===== src/rtl/imem_boot_loader_pkg.sv =====
// Shared types and constants for the instruction-memory boot loader.
package imem_pkg;

  typedef enum logic [2:0] {
    LEN_LO,
    LEN_HI,
    DATA,
    DONE,
    ERR
  } boot_state_e;

  localparam int INSTR_BYTES = 4;

  // Default memory fill, also the RISC-V canonical NOP (addi x0,x0,0).
  localparam logic [31:0] NOP_INSTR = 32'h0000_0013;

endpackage


===== src/rtl/imem_boot_loader_if.sv =====
// Boot byte stream plus instruction-memory write port.
// master = the loader, slave = byte source / memory side.
interface imem_boot_loader_if #(
  parameter int AW = 4
);
  logic [7:0]    rx_data;
  logic          rx_valid;
  logic          rx_ready;
  logic          mem_we;
  logic [AW-1:0] mem_waddr;
  logic [31:0]   mem_wdata;

  modport master (
    input  rx_data, rx_valid,
    output rx_ready, mem_we, mem_waddr, mem_wdata
  );

  modport slave (
    output rx_data, rx_valid,
    input  rx_ready, mem_we, mem_waddr, mem_wdata
  );
endinterface


===== src/rtl/imem_boot_loader_byte_word_packer.sv =====
// Assembles little-endian 32-bit words from a byte stream.
// The word is emitted combinationally together with its last byte.
module byte_word_packer
  import imem_pkg::*;
(
  input  logic        clk,
  input  logic        reset_n,
  input  logic        clear_i,
  input  logic        byte_valid_i,
  input  logic [7:0]  byte_i,
  output logic        word_valid_o,
  output logic [31:0] word_o
);

  logic [1:0] byte_idx_q;

  // Byte lane pointer: restarts on clear, wraps after the fourth byte.
  always_ff @(posedge clk or negedge reset_n) begin
    if (!reset_n) begin
      byte_idx_q <= '0;
    end else if (clear_i) begin
      byte_idx_q <= '0;
    end else if (byte_valid_i) begin
      byte_idx_q <= byte_idx_q + 2'd1;
    end
  end

  // The three lower lanes are stored; the top lane is the byte arriving now.
  for (genvar gi = 0; gi < INSTR_BYTES - 1; gi++) begin : g_lane
    logic [7:0] lane_q;

    // Capture the byte destined for this lane.
    always_ff @(posedge clk or negedge reset_n) begin
      if (!reset_n) begin
        lane_q <= '0;
      end else if (byte_valid_i && (byte_idx_q == 2'(gi))) begin
        lane_q <= byte_i;
      end
    end

    assign word_o[8*gi +: 8] = lane_q;
  end

  assign word_o[31:24] = byte_i;
  assign word_valid_o  = byte_valid_i && (byte_idx_q == 2'(INSTR_BYTES - 1));

endmodule


===== src/rtl/imem_boot_loader.sv =====
// Boot loader: receives a length-prefixed byte image, writes it into the
// instruction memory and holds the core in reset until the image is complete.
module imem_boot_loader
  import imem_pkg::*;
#(
  parameter int DEPTH = 16,
  parameter int AW    = $clog2(DEPTH)
) (
  input  logic                 clk,
  input  logic                 reset_n,
  imem_boot_loader_if.master   bus,
  input  logic                 load_req,
  output logic                 cpu_run,
  output logic                 busy,
  output logic                 err
);

  boot_state_e state_q, state_d;
  logic [7:0]  len_lo_q, len_lo_d;
  // One bit wider than the address so N == DEPTH is representable.
  logic [AW:0] n_q, n_d;
  logic [AW:0] word_idx_q, word_idx_d;
  logic           mem_we_q, mem_we_d;
  logic [AW-1:0]  mem_waddr_q, mem_waddr_d;
  logic [31:0]    mem_wdata_q, mem_wdata_d;
  logic           cpu_run_q;

  logic        loading;
  logic        accept;
  logic [15:0] hdr_len;
  logic        word_valid;
  logic [31:0] word;

  assign loading = (state_q == LEN_LO) || (state_q == LEN_HI) || (state_q == DATA);
  assign accept  = bus.rx_valid && loading;
  assign hdr_len = {bus.rx_data, len_lo_q};

  byte_word_packer u_packer (
    .clk          (clk),
    .reset_n      (reset_n),
    .clear_i      (state_q != DATA),
    .byte_valid_i (accept && (state_q == DATA)),
    .byte_i       (bus.rx_data),
    .word_valid_o (word_valid),
    .word_o       (word)
  );

  // State, counters and registered memory-port / core-release outputs.
  always_ff @(posedge clk or negedge reset_n) begin
    if (!reset_n) begin
      state_q     <= LEN_LO;
      len_lo_q    <= '0;
      n_q         <= '0;
      word_idx_q  <= '0;
      mem_we_q    <= 1'b0;
      mem_waddr_q <= '0;
      mem_wdata_q <= '0;
      cpu_run_q   <= 1'b0;
    end else begin
      state_q     <= state_d;
      len_lo_q    <= len_lo_d;
      n_q         <= n_d;
      word_idx_q  <= word_idx_d;
      mem_we_q    <= mem_we_d;
      mem_waddr_q <= mem_waddr_d;
      mem_wdata_q <= mem_wdata_d;
      // Delayed one cycle so the final write lands before the first fetch.
      cpu_run_q   <= (state_q == DONE);
    end
  end

  // Next-state logic: header decode, word commit, restart handling.
  always_comb begin
    state_d     = state_q;
    len_lo_d    = len_lo_q;
    n_d         = n_q;
    word_idx_d  = word_idx_q;
    mem_we_d    = 1'b0;
    mem_waddr_d = mem_waddr_q;
    mem_wdata_d = mem_wdata_q;
    unique case (state_q)
      LEN_LO: begin
        if (accept) begin
          len_lo_d = bus.rx_data;
          state_d  = LEN_HI;
        end
      end
      LEN_HI: begin
        if (accept) begin
          if ((hdr_len == 16'd0) || (hdr_len > 16'(DEPTH))) begin
            state_d = ERR;
          end else begin
            n_d        = hdr_len[AW:0];
            word_idx_d = '0;
            state_d    = DATA;
          end
        end
      end
      DATA: begin
        if (word_valid) begin
          mem_we_d    = 1'b1;
          mem_waddr_d = word_idx_q[AW-1:0];
          mem_wdata_d = word;
          word_idx_d  = word_idx_q + (AW+1)'(1);
          if (word_idx_q == n_q - (AW+1)'(1)) begin
            state_d = DONE;
          end
        end
      end
      DONE, ERR: begin
        if (load_req) begin
          state_d    = LEN_LO;
          len_lo_d   = '0;
          n_d        = '0;
          word_idx_d = '0;
        end
      end
      default: state_d = LEN_LO;
    endcase
  end

  assign bus.rx_ready  = loading;
  assign bus.mem_we    = mem_we_q;
  assign bus.mem_waddr = mem_waddr_q;
  assign bus.mem_wdata = mem_wdata_q;
  assign cpu_run       = cpu_run_q;
  assign busy          = loading;
  assign err           = (state_q == ERR);

endmodule


===== src/flat_wrapper.sv =====
// flat-port wrapper written by rule: the top's interface ports become plain ports
module imem_boot_loader_flat import imem_pkg::*;
#(
  parameter int DEPTH = 16,
  parameter int AW    = $clog2(DEPTH)
)
  (clk, reset_n, load_req, cpu_run, busy, err, bus_rx_data, bus_rx_valid, bus_rx_ready, bus_mem_we, bus_mem_waddr, bus_mem_wdata);
  imem_boot_loader_if #(.AW(AW)) bus_i ();
  input  logic clk;
  input  logic reset_n;
  input  logic load_req;
  output logic cpu_run;
  output logic busy;
  output logic err;
  input wire logic [$bits(bus_i.rx_data)-1:0] bus_rx_data;
  input wire logic [$bits(bus_i.rx_valid)-1:0] bus_rx_valid;
  output wire logic [$bits(bus_i.rx_ready)-1:0] bus_rx_ready;
  output wire logic [$bits(bus_i.mem_we)-1:0] bus_mem_we;
  output wire logic [$bits(bus_i.mem_waddr)-1:0] bus_mem_waddr;
  output wire logic [$bits(bus_i.mem_wdata)-1:0] bus_mem_wdata;
  assign bus_i.rx_data = bus_rx_data;
  assign bus_i.rx_valid = bus_rx_valid;
  assign bus_rx_ready = bus_i.rx_ready;
  assign bus_mem_we = bus_i.mem_we;
  assign bus_mem_waddr = bus_i.mem_waddr;
  assign bus_mem_wdata = bus_i.mem_wdata;
  imem_boot_loader #(.DEPTH(DEPTH), .AW(AW)) u_core (.clk(clk), .reset_n(reset_n), .bus(bus_i), .load_req(load_req), .cpu_run(cpu_run), .busy(busy), .err(err));
endmodule

===== config.mk =====
export PLATFORM = sky130hd
export DESIGN_NAME = imem_boot_loader_flat
export DESIGN_NICKNAME = d
export VERILOG_FILES = /design/src/rtl/imem_boot_loader_pkg.sv /design/src/rtl/imem_boot_loader_if.sv /design/src/rtl/imem_boot_loader_byte_word_packer.sv /design/src/rtl/imem_boot_loader.sv /design/src/flat_wrapper.sv
export SDC_FILE = /design/constraint.sdc
export NUM_CORES = 1
export LEC_CHECK = 0
export CAP_MARGIN = 20
export CELL_PAD_IN_SITES_DETAIL_PLACEMENT = 1
export CELL_PAD_IN_SITES_GLOBAL_PLACEMENT = 1
export CORE_MARGIN = 1.5
export CORE_UTILIZATION = 35
export CTS_CLUSTER_DIAMETER = 80
export CTS_CLUSTER_SIZE = 20
export DETAILED_ROUTE_END_ITERATION = 16
export PLACE_DENSITY = 0.67
export SYNTH_ARGS = -nofsm -noshare
export SYNTH_HDL_FRONTEND = slang
export SYNTH_SLANG_ARGS = --single-unit

===== constraint.sdc =====
create_clock -name clk -period 5.3 [get_ports clk]
set_input_delay 1.06 -clock clk [delete_from_list [all_inputs] [get_ports clk]]
set_output_delay 1.06 -clock clk [all_outputs]
set_load 0.01 [all_outputs]

==> impl_results.md <==
- Post-Route WL: 8330 µm
- Synth Area in Adders: 2.05%
- Share of the cycle needed by the critical path after routing: 61.8%
- Port Buffers: 52
- Sum of negative setup slack: 0 ns
- Site row count: 37
- Root cell of the clock tree: clkbuf_8
- First-pass GRT wire length: 13800 µm
- Simple logic cell fraction of the synthesized area: 8.74%
- Sequential-to-total area share from yosys stat: 58.1%
- Chip Width: 105 µm
- Max-capacitance violation count: 0
- Max Root-Sink Buffers: 2
- Postcts setup bufs: 0
- Cells along the critical path: nand2b_1 -> nor2_1 -> clkdlybuf4s50_1
- Slowest Stage Delay on Critical Path: 0.68 ns
- Worst-case vdd ir drop: 0.180 mV
- Worst slew pin tran: 0.781 ns
- Critical path buffers and inverters: 1
- Global-route congestion overflow total: 0
- Resized cells post-CTS: 0
- TritonCTS clock tree: yes
- Worst EP arrival: 2.22 ns
- Mapped cell area: 3660 µm²
- Initial antenna violation count: 0
- Number of top-level pins: 53
- NumNets Final: 349
- Power density over the cells: 342 nW/µm²
- Area of the die: 11100 µm²
- Crit-path leading delay family: flip-flops
- Detailed-route DRC error count: 0
- Vert. Die Dim: 105 µm
- Effective utilization at floorplan: 35.8%
- Number of routed nets with antenna violations: 0
- Fraction of layout instances using a drive strength above 1: 25.3%
- Multiplexer area fraction after synthesis: 20.1%
- Skew final: 0.0130 ns
- Syn Nets: 294
- Cell area after placement: 4310 µm²
- Critical path data required time: 4.24 ns
- Hold-fix buffer count after cts: 0
- Hold Fails Final Rpt: 0
- Clock-pin slew of the registers on the worst-case setup and hold paths: 0.09 ns
- Final Cell Area: 4540 µm²
- Final weighted congestion in routability-driven placement: 0.721
- Core Footprint: 10200 µm²
- Slowest library cell on the worst path: dfrtp_1
- Global routing usage summed across all routing layers: 16.0%
- Leading cell types in the layout, fill and taps excluded: dfrtp_1 (85), mux2_2 (60), clkdlybuf4s50_1 (51)
- Achievable clock frequency: 0.305 GHz
- Number of pins with negative max-slew slack in the final report: 0
- Number of inserted diodes: 0
- Number of sinks on the clock net: 85
- Post-DR vias/cell: 5.07
- Vias in the first global route: 2525
- Setup repair after global routing missed its margin: false
- Insertion delay to the later sink of the worst-skew pair: 0.36 ns
- Violation count after the first detailed-route iteration: 81
- Number of storage elements in the synthesis netlist: 85
- Type of the worst min-delay path: reg2reg
- DRT Pass-1 Iters: 4
- Maximum number of pins on one net before global-route repair: 86
- Synth-to-layout area growth: 23.9%
- Synth cell types: 42
- Headroom to the max-slew limit: 47.9%
- Xor/xnor share of the synthesized area: 2.15%
- Ys Warns: 0
- Clock buffers created by TritonCTS: 9
- Worst Setup End Kind: output port
- Startpoint class of the critical path: register
- Worst hold-check slack: 0.493 ns
- Category of the critical setup timing path: reg2out
- Overall power after layout: 1.55 mW
- Leakage power: 2.16 nW
- Main combinational cell family by area after synthesis: multiplexers
- Number of H-tree levels: 3
- Final HPWL DP: 5600 µm
- Most frequent standard cell in the layout excluding fill and tap cells: dfrtp_1
- Routed WL per cell: 17.6 µm
- Synthesized instance count: 276
- Top fanout value on the critical path: 25
- Final number of setup-violating endpoints: 0
- Post-synthesis compound-gate area fraction: 6.32%
- Status: completed
- Min cycle time layout: 3.28 ns
- Via count: 2395
- Syn Area/Cell: 13.3 µm²
==> kinds of logic after synthesis <==
family,after synthesis
flops,85
mux,66
simple gates,54
compound gates,34
buf+inv,22
xor+xnor,9
fa+ha+maj,6
==> path summary, 6_finish.rpt <==
| kind | depth (start not counted) | startpoint | slack [ns] | to |
|---|---|---|---|---|
| setup / recovery | 3 | u_core.state_q[0] | 2.02 | err |
| hold / removal | 1 | u_core.len_lo_q[7] | 0.49 | u_core.len_lo_q[7] |
| setup reg to reg | 7 | u_core.state_q[2] | 2.64 | u_core.bus.mem_wdata[16] |
| hold reg to reg | 1 | u_core.len_lo_q[7] | 0.49 | u_core.len_lo_q[7] |
| max in group asynchronous | 2 | reset_n | 4.16 | u_core.bus.mem_wdata[0] |
| min in group asynchronous | 1 | reset_n | 0.54 | u_core.bus.mem_waddr[1] |
==> synth_stat cells <==
| library cell | number | share of area (%) |
|---|---|---|
| o22ai_2 | 1 | 0.34 |
| nor4_1 | 2 | 0.34 |
| and4bb_1 | 1 | 0.34 |
| o2bb2ai_1 | 1 | 0.24 |
| nand2_1 | 15 | 1.5 |
| mux2i_1 | 6 | 1.6 |
| inv_1 | 12 | 1.2 |
| buf_4 | 2 | 0.41 |
| or3b_2 | 1 | 0.24 |
| or3_1 | 3 | 0.51 |
| o31ai_1 | 1 | 0.20 |
| dfrtp_1 | 85 | 58 |
| mux2_2 | 60 | 18 |
| ha_1 | 6 | 2.0 |
| nor2_1 | 7 | 0.72 |
| o22ai_1 | 1 | 0.17 |
| a21boi_0 | 1 | 0.20 |
| clkbuf_1 | 3 | 0.31 |
| nor4b_1 | 8 | 1.9 |
| or2_2 | 1 | 0.17 |
| buf_1 | 1 | 0.10 |
| nor4bb_1 | 1 | 0.27 |
| o21ai_0 | 9 | 1.2 |
| nand3_1 | 1 | 0.14 |
| nand2b_1 | 3 | 0.51 |
| o2111ai_1 | 1 | 0.24 |
| xnor2_1 | 7 | 1.7 |
| o221ai_1 | 1 | 0.24 |
| o21a_1 | 1 | 0.20 |
| xor2_1 | 2 | 0.48 |
| or4_4 | 1 | 0.31 |
| a22oi_1 | 1 | 0.20 |
| o31a_1 | 1 | 0.24 |
| nor3b_2 | 1 | 0.34 |
| a41oi_1 | 1 | 0.24 |
| a21oi_1 | 5 | 0.68 |
| nand3b_1 | 1 | 0.20 |
| a21o_1 | 8 | 1.6 |
| nand4_1 | 3 | 0.51 |
| nor3_1 | 5 | 0.68 |
| a21oi_2 | 1 | 0.24 |
| buf_2 | 4 | 0.55 |
==> worst reg2reg max path: stages, from the launching register on <==
cell and delay [ns]:
dfrtp_1 0.59, inv_1 0.23, nand2_1 0.15, nor3b_2 0.34, nand2_1 0.12, buf_4 0.26, inv_1 0.46, mux2_2 0.40
==> flip-flops by register name (all words and copies together) (netlist names) <==
| signal | flops |
|---|---|
| u_core.bus.mem_wdata | 32 |
| u_core.u_packer.g_lane.lane_q | 24 |
| u_core.len_lo_q | 8 |
| u_core.n_q | 5 |
| u_core.word_idx_q | 5 |
| u_core.bus.mem_waddr | 4 |
| u_core.state_q | 3 |
| u_core.u_packer.byte_idx_q | 2 |
| u_core.bus.mem_we | 1 |
| u_core.cpu_run | 1 |
==> per-layer routing <==
metal	wire length, µm	up-vias	track usage [%]
li1	-	1101	-
met1	3990	1246	22.1
met2	4000	43	25.2
met3	295	5	4.08
met4	49	0	3.82
met5	0	-	0
==> report_power, final <==
group,switching [mW],internal (mW)
Combinational,0.155,0.134
Sequential,0.0792,0.702
Clock,0.255,0.226
==> area by class of cell <==
class	instances	area (µm²)
clock inverters	7	80.1
flip-flops and latches	85	2130
well taps	136	170
clock buffers	9	124
fillers	1062	5690
multi-input cells	169	1440
repair buffers	54	553
inverters	12	45.0
==> through the flow <==
stage	setup slack, ns	utilization (%)	std cells
2_1_floorplan	2.70	-	276
3_3_place_gp	1.92	42.1	455
3_5_place_dp	1.83	42.1	455
4_1_cts	2.01	44.1	471
5_1_grt	1.87	44.4	472
6_report	2.02	44.4	472
Note: power is estimated with default switching activity, not from simulation.
